==> config.mk <==
export PLATFORM = sky130hd
export DESIGN_NAME = otp_burn_seq
export DESIGN_NICKNAME = d
export VERILOG_FILES = /design/src/rtl/otp_burn_seq_pkg.sv /design/src/rtl/otp_burn_seq_fifo.sv /design/src/rtl/otp_burn_seq.sv
export SDC_FILE = /design/constraint.sdc
export NUM_CORES = 1
export LEC_CHECK = 0
export BUFFER_PORTS_ARGS = -buffer_cell sky130_fd_sc_hd__buf_4
export CAP_MARGIN = 30
export CELL_PAD_IN_SITES_DETAIL_PLACEMENT = 1
export CELL_PAD_IN_SITES_GLOBAL_PLACEMENT = 2
export CORE_MARGIN = 4
export CORE_UTILIZATION = 30
export DETAILED_ROUTE_END_ITERATION = 16
export GPL_TIMING_DRIVEN = 0
export PLACE_DENSITY_LB_ADDON = 0.1
export SETUP_SLACK_MARGIN = 0.1
export SLEW_MARGIN = 20
export SYNTH_ARGS = -nofsm -noshare
export SYNTH_HDL_FRONTEND = slang
export SYNTH_HIERARCHICAL = 1
export SYNTH_SLANG_ARGS = --single-unit
==> constraint.sdc <==
create_clock -name clk -period 2.85 [get_ports clk]
set_clock_uncertainty 0.1 [all_clocks]
set_input_delay 0.285 -clock clk [delete_from_list [all_inputs] [get_ports clk]]
set_output_delay 0.285 -clock clk [all_outputs]
set_load 0.05 [all_outputs]
==> src/rtl/otp_burn_seq_pkg.sv <==
// Shared definitions for the OTP burn sequencer: FSM encoding and default timing constants.
package otp_burn_seq_pkg;

    typedef enum logic [2:0] {
        S_IDLE,
        S_HOLD,
        S_FETCH,
        S_PGM,
        S_PGMW,
        S_RD,
        S_NEXT,
        S_DONE
    } state_t;

    localparam int RETRY_MAX_DEF = 3;
    localparam int HOLD_WAIT_DEF = 6;
    localparam int TMO_W_DEF     = 11;

endpackage

==> src/rtl/otp_burn_seq_fifo.sv <==
// Wrap-bit pointer synchronous FIFO with show-ahead read data and a flush input.
module sync_fifo_wb #(
    parameter int W     = 8,
    parameter int DEPTH = 4,
    parameter int PTR_W = 3
) (
    input  logic         clk,
    input  logic         srst,
    input  logic         clr,
    input  logic         push,
    input  logic [W-1:0] din,
    input  logic         pop,
    output logic [W-1:0] dout,
    output logic         full,
    output logic         empty
);
    localparam int AW = PTR_W - 1;

    logic [W-1:0]     mem [DEPTH];
    logic [PTR_W-1:0] wptr, rptr;

    assign empty = (wptr == rptr);
    assign full  = (wptr[PTR_W-1] != rptr[PTR_W-1]) && (wptr[AW-1:0] == rptr[AW-1:0]);
    assign dout  = mem[rptr[AW-1:0]];

    always_ff @(posedge clk) begin
        if (push && !full)
            mem[wptr[AW-1:0]] <= din;
    end

    always_ff @(posedge clk) begin
        if (srst || clr) begin
            wptr <= '0;
            rptr <= '0;
        end else begin
            if (push && !full)
                wptr <= wptr + PTR_W'(1);
            if (pop && !empty)
                rptr <= rptr + PTR_W'(1);
        end
    end

endmodule

==> src/rtl/otp_burn_seq.sv <==
// OTP burn sequencer: holds the MCU and programs a run of bytes from a host FIFO,
// with optional read-back verify, bounded retries, abort and an ack watchdog.
module otp_burn_seq
    import otp_burn_seq_pkg::*;
#(
    parameter int BIT_ADDR   = 15,
    parameter int FIFO_DEPTH = 4,
    parameter int PTR_W      = 3,
    parameter int RETRY_MAX  = RETRY_MAX_DEF,
    parameter int HOLD_WAIT  = HOLD_WAIT_DEF,
    parameter int TMO_W      = TMO_W_DEF
) (
    input  logic                clk,
    input  logic                srst,
    input  logic                start,
    input  logic [BIT_ADDR-1:0] start_adr,
    input  logic [BIT_ADDR-1:0] byte_cnt,
    input  logic                verify_en,
    input  logic                abort,
    input  logic                wr_vld,
    output logic                wr_rdy,
    input  logic [7:0]          wr_dat,
    output logic [BIT_ADDR-1:0] psofs,
    output logic                psw,
    output logic                psr,
    input  logic                ack,
    input  logic [7:0]          rdat,
    output logic                hold,
    output logic                busy,
    output logic                done,
    output logic                err,
    output logic [BIT_ADDR-1:0] err_adr,
    output logic [BIT_ADDR-1:0] left
);
    localparam int HW_W = (HOLD_WAIT > 1) ? $clog2(HOLD_WAIT) : 1;
    localparam int RT_W = (RETRY_MAX > 1) ? $clog2(RETRY_MAX) : 1;

    state_t              state, state_nxt;
    logic [BIT_ADDR-1:0] adr, acc_left;
    logic                verify, abort_pend;
    logic [7:0]          cur_dat;
    logic [RT_W-1:0]     retry;
    logic [HW_W-1:0]     hcnt;
    logic [TMO_W-1:0]    wdog;
    logic                tmo;
    logic                push, pop, fifo_clr, set_err, retry_inc;
    logic [7:0]          fifo_dout;
    logic                full, empty;

    sync_fifo_wb #(.W(8), .DEPTH(FIFO_DEPTH), .PTR_W(PTR_W)) u_fifo (
        .clk   (clk),
        .srst  (srst),
        .clr   (fifo_clr),
        .push  (push),
        .din   (wr_dat),
        .pop   (pop),
        .dout  (fifo_dout),
        .full  (full),
        .empty (empty)
    );

    assign tmo    = &wdog;
    assign busy   = (state != S_IDLE) && (state != S_DONE);
    assign hold   = busy;
    assign done   = (state == S_DONE);
    assign psw    = (state == S_PGM) && !srst;
    assign psr    = (state == S_RD) && !srst;
    assign psofs  = adr;
    // acc_left tracks bytes still to be accepted, so the host can never overrun the job
    assign wr_rdy = busy && !full && (acc_left != '0);
    assign push   = wr_vld && wr_rdy;

    always_comb begin
        state_nxt = state;
        pop       = 1'b0;
        set_err   = 1'b0;
        retry_inc = 1'b0;
        fifo_clr  = 1'b0;
        case (state)
            S_IDLE: if (start) begin
                fifo_clr  = 1'b1;
                state_nxt = (byte_cnt == '0) ? S_DONE : S_HOLD;
            end
            S_HOLD: if (hcnt == HW_W'(HOLD_WAIT - 1)) state_nxt = S_FETCH;
            S_FETCH: begin
                if (abort_pend) begin
                    set_err   = 1'b1;
                    state_nxt = S_DONE;
                end else if (!empty) begin
                    pop       = 1'b1;
                    state_nxt = S_PGM;
                end
            end
            S_PGM: state_nxt = S_PGMW;
            S_PGMW: begin
                if (ack) begin
                    if (abort_pend) begin
                        set_err   = 1'b1;
                        state_nxt = S_DONE;
                    end else begin
                        state_nxt = verify ? S_RD : S_NEXT;
                    end
                end else if (tmo) begin
                    set_err   = 1'b1;
                    state_nxt = S_DONE;
                end
            end
            S_RD: begin
                if (ack) begin
                    if (abort_pend) begin
                        set_err   = 1'b1;
                        state_nxt = S_DONE;
                    end else if (rdat == cur_dat) begin
                        state_nxt = S_NEXT;
                    end else if (retry < RT_W'(RETRY_MAX - 1)) begin
                        retry_inc = 1'b1;
                        state_nxt = S_PGM;
                    end else begin
                        set_err   = 1'b1;
                        state_nxt = S_DONE;
                    end
                end else if (tmo) begin
                    set_err   = 1'b1;
                    state_nxt = S_DONE;
                end
            end
            S_NEXT: state_nxt = (left == BIT_ADDR'(1)) ? S_DONE : S_FETCH;
            S_DONE: begin
                fifo_clr  = 1'b1;
                state_nxt = S_IDLE;
            end
            default: state_nxt = S_IDLE;
        endcase
    end

    always_ff @(posedge clk) begin
        if (srst) begin
            state      <= S_IDLE;
            adr        <= '0;
            left       <= '0;
            acc_left   <= '0;
            verify     <= 1'b0;
            abort_pend <= 1'b0;
            cur_dat    <= '0;
            retry      <= '0;
            hcnt       <= '0;
            wdog       <= '0;
            err        <= 1'b0;
            err_adr    <= '0;
        end else begin
            state <= state_nxt;

            if (state == S_IDLE && start) begin
                adr      <= start_adr;
                left     <= byte_cnt;
                acc_left <= byte_cnt;
                verify   <= verify_en;
                err      <= 1'b0;
                err_adr  <= '0;
            end
            if (push)
                acc_left <= acc_left - BIT_ADDR'(1);
            if (state == S_NEXT) begin
                adr  <= adr + BIT_ADDR'(1);
                left <= left - BIT_ADDR'(1);
            end

            hcnt <= (state == S_HOLD) ? hcnt + HW_W'(1) : '0;

            if (pop) begin
                cur_dat <= fifo_dout;
                retry   <= '0;
            end else if (retry_inc) begin
                retry <= retry + RT_W'(1);
            end

            // watchdog restarts on entry to each wait state
            if (state == S_PGM || (state == S_PGMW && ack))
                wdog <= '0;
            else if ((state == S_PGMW || state == S_RD) && !tmo)
                wdog <= wdog + TMO_W'(1);

            if (set_err) begin
                err <= 1'b1;
                if (!err)
                    err_adr <= adr;
            end

            // an abort arriving while idle (even alongside start) is dropped
            if (state == S_IDLE || state == S_DONE)
                abort_pend <= 1'b0;
            else if (abort)
                abort_pend <= 1'b1;
        end
    end

endmodule

==> results by group <==
Placed design
  • Final GP Congestion: 0.794
  • DP HPWL: 16200 um
  • Dpl cell area: 0.00763 mm2
  • I/O Buffers: 104
  • Dpl ws: -0.759 ns
  • Cells after DPL: 1057

Global routing
  • GRT Total Usage: 0.182
  • Global-route wire length before repair: 34400 um
  • Number of global-route vias before repair: 6009
  • Initial antenna violation count: 1
  • Total gr overflow: 0
  • Pin count of the biggest net entering global routing: 17

Layout
  • Layout cell share with drive strength beyond 1: 0.241
  • Final cell count without fillers: 1100
  • Fin util: 0.399
  • Ant diodes: 0
  • Area delta synth->final: 30.1%
  • Nets@finish: 877
  • Most frequent cells in the layout: 110 x buf_4, 95 x dfxtp_1, 59 x nor2_1
  • Post-route cell area: 0.00844 mm2
  • Most common cell after layout, fill and taps aside: buf_4

Synthesis
  • Top_reg_cell synth: dfxtp_1
  • Mux cell area share after synthesis: 0.0717
  • Number of flops mapped to enable cells by yosys: 32
  • Largest family of logic cells by synthesized area: simple AND/OR/NAND/NOR gates
  • Yosys warning count: 6
  • Asr flop ratio synth: 0
  • Mapped cell area: 0.00649 mm2
  • XOR/XNOR Fraction of Synth Area: 0.0310
  • Synth Area in Simple Gates: 0.233
  • Synth Area in Compound Gates: 0.153
  • Synthesized net count: 740
  • Sequential fraction of the synthesis area: 0.450
  • Synth unique cells: 73
  • Post-synthesis register bit count: 130
  • Synth Area per Inst: 9.61 um2
  • Post-Synthesis Cells: 675
  • Adder-cell share of the synthesized area: 0.0231

Min path
  • Hold Path Sink: psofs[10]
  • Hold WC Path Type: in -> reg
  • Worst hold path stage count: 3
  • Hold_sp: start_adr[10]

STA
  • Final Cycle Share: 0.912
  • Worst-margin pin slew: 0.925 ns
  • Post-layout min period: 2.60 ns
  • Fin. max-slew vios: 0
  • Setup ws final: 0.250 ns
  • Fmax: 385 MHz
  • Setup Viol. Count Final: 0
  • Relative slew slack: 0.378
  • Final Hold Slack: 0.0241 ns
  • Final Hold Viols: 0
  • Fin Setup TNS: 0 ns
  • Unrepaired setup endpoints after global routing: no

Status
  • Status: completed

Power
  • Max IR drop VDD: 0.000458 V
  • Pleak: 3.05 nW
  • Power per Cell Area: 844 mW/mm2
  • Total design power: 7.13 mW

Floorplan
  • Die ar.: 0.0240 mm2
  • Die Span X: 155 um
  • Placement Rows: 53
  • Starting density of the core: 0.307
  • Ports: 105
  • Total core area: 0.0212 mm2
  • Die Height: 155 um

Critical path
  • Top delay family on crit path: simple AND/OR/NAND/NOR gates
  • Reg2reg path depth: 10
  • Cell Chain, Critical Path: buf_6, xnor2_2, nand2_2, nor2_1, nand4b_1, or2_1, buf_6, inv_6, o31a_2, and2_2
  • Startpoint types: flip-flop
  • Reg-to-Reg End: u_fifo/mem[2][1]
  • R2R Setup Slk: 0.25 ns
  • Crit path buffers/inverters: 3
  • Crit. End Element: flip-flop
  • Crit-path slowest cell: dfxtp_1
  • CP required: 2.87 ns
  • Crit path largest cell delay: 0.34 ns
  • Crit path DAT: 2.62 ns
  • CP Class: reg -> reg
  • Cell mode on critical path: buf_6
  • Reg2Reg Launch Point: u_fifo/wptr[1]
  • Crit path max fanout: 16

CTS
  • Clk Latency, worst-skew pair: 0.43 ns
  • Clock Tree Root: clkbuf_16
  • CTS tree: built
  • H-tree levels: 4
  • Clk slew on worst S/H paths: 0.07 ns
  • CTS Sinks: 130
  • Maximum clock path buffer count: 2
  • CTS Buf Count: 17

Job
  • Max Cap Viol: 0

Detailed routing
  • Wirelength, routed: 21700 um
  • First-pass DRT Iterations: 4
  • Vias per cell: 5.32
  • DRC Markers: 0
  • DR vias: 5854
  • Avg WL per Cell: 19.7 um
  • Antenna Nets Post-Route: 0
  • Initial DRC count: 293
-- registers in the layout, summed over array words and instances (netlist names), 2 cells and up, named ones only --
register     count
acc_left        15
cur_dat          8
err_adr         15
hcnt             3
left            15
psofs           15
retry            2
state            3
u_fifo/mem      32
u_fifo/rptr      3
u_fifo/wptr      3
wdog            11
-- layer usage --
metal  global-route usage  share of wire
met4               0.0492         0.0054
met3               0.0359          0.045
met5                    0        0.00032
met2                0.294           0.48
met1                0.250           0.47
-- final cells by class --
type                            count  area [um2]
Multi-Input combinational cell    490        3390
Inverter                           20        80.1
Fill cell                        2406       12700
Clock inverter                     15         186
Timing Repair Buffer              119         915
Clock buffer                       17         425
Buffer                             34         170
Tap cell                          275         344
Sequential cell                   130        2930
-- worst max path at each step --
| stage | startpoint | endpoint | slack [ns] | cells past startpoint |
|---|---|---|---|---|
| 2_1_floorplan | u_fifo/wptr[0] | u_fifo/mem[3][0] | 0.29 | 9 |
| 3_3_place_gp | state[2] | flip-flop | -0.74 | 9 |
| 3_5_place_dp | state[2] | u_fifo/wptr[0] | -0.76 | 9 |
| 4_1_cts | u_fifo/wptr[1] | u_fifo/mem[2][1] | 0.10 | 10 |
| 5_1_grt | state[2] | u_fifo/wptr[0] | 0.1 | 8 |
| 6_report | u_fifo/wptr[1] | u_fifo/mem[2][1] | 0.25 | 10 |
-- power by group --
part / leakage (nW) / total (mW) / switching (mW) / internal [mW]
Clock: 0.297 / 2.28 / 1.01 / 1.26
Combinational: 1.66 / 2.44 / 1.59 / 0.852
Sequential: 1.09 / 2.41 / 0.275 / 2.14
-- cell usage after synthesis, types with 3 or more instances --
library cell,n,area share
dfxtp_1,98,0.30
nor2_1,59,0.034
nand2_1,49,0.028
a21oi_1,34,0.026
edfxtp_1,32,0.15
clkbuf_1,25,0.014
mux2i_1,24,0.037
nand2b_1,23,0.022
nor3_1,23,0.018
a31oi_1,20,0.019
inv_1,19,0.011
xnor2_1,19,0.026
nand3_1,18,0.014
nand3b_1,18,0.021
nor4_1,16,0.015
o21ai_0,15,0.012
ha_1,12,0.023
or3_1,12,0.012
or4_1,10,0.012
and3_1,9,0.0087
o211ai_1,9,0.010
mux4_2,8,0.028
a211oi_1,7,0.0081
nand4_1,7,0.0067
o311ai_0,7,0.0094
a2111oi_0,5,0.0067
a311oi_1,5,0.0067
and2_1,4,0.0039
and4_1,4,0.0054
buf_2,4,0.0031
mux2_2,4,0.0069
nor2b_1,4,0.0039
nor4b_1,4,0.0054
o31ai_1,4,0.0046
or2_2,4,0.0039
xor2_1,4,0.0054
a221oi_1,3,0.0041
buf_6,3,0.0052
nand4b_1,3,0.0041
o21a_1,3,0.0035
o22ai_1,3,0.0029
o31a_1,3,0.0041
-- timing repair --
action                                  CTS  global route
endpoints found under the setup margin   72            58
hold buffers                             10             0
resized for setup                        11            17
buffers inserted                          2             0
endpoints found under the hold margin    34             0
-- worst reg2reg max path, stage by stage, from the launching register on --
cell and delay [ns]:
dfxtp_1 0.34, buf_6 0.15, xnor2_2 0.21, nand2_2 0.17, nor2_1 0.09, nand4b_1 0.23, or2_1 0.25, buf_6 0.15
inv_6 0.13, o31a_2 0.18, and2_2 0.29
-- cells by family (layout without fill, tap and decap cells) --
| group | Yosys count | count (layout) |
|---|---|---|
| AND/OR/NAND/NOR | 276 | 276 |
| AO/OA/AOI/OAI | 143 | 143 |
| flip-flops | 130 | 130 |
| buffers and inverters | 55 | 205 |
| multiplexers | 36 | 36 |
| XOR/XNOR | 23 | 23 |
| adder cells (fa/ha/maj) | 12 | 12 |
Power figures use the tool's default switching activity.
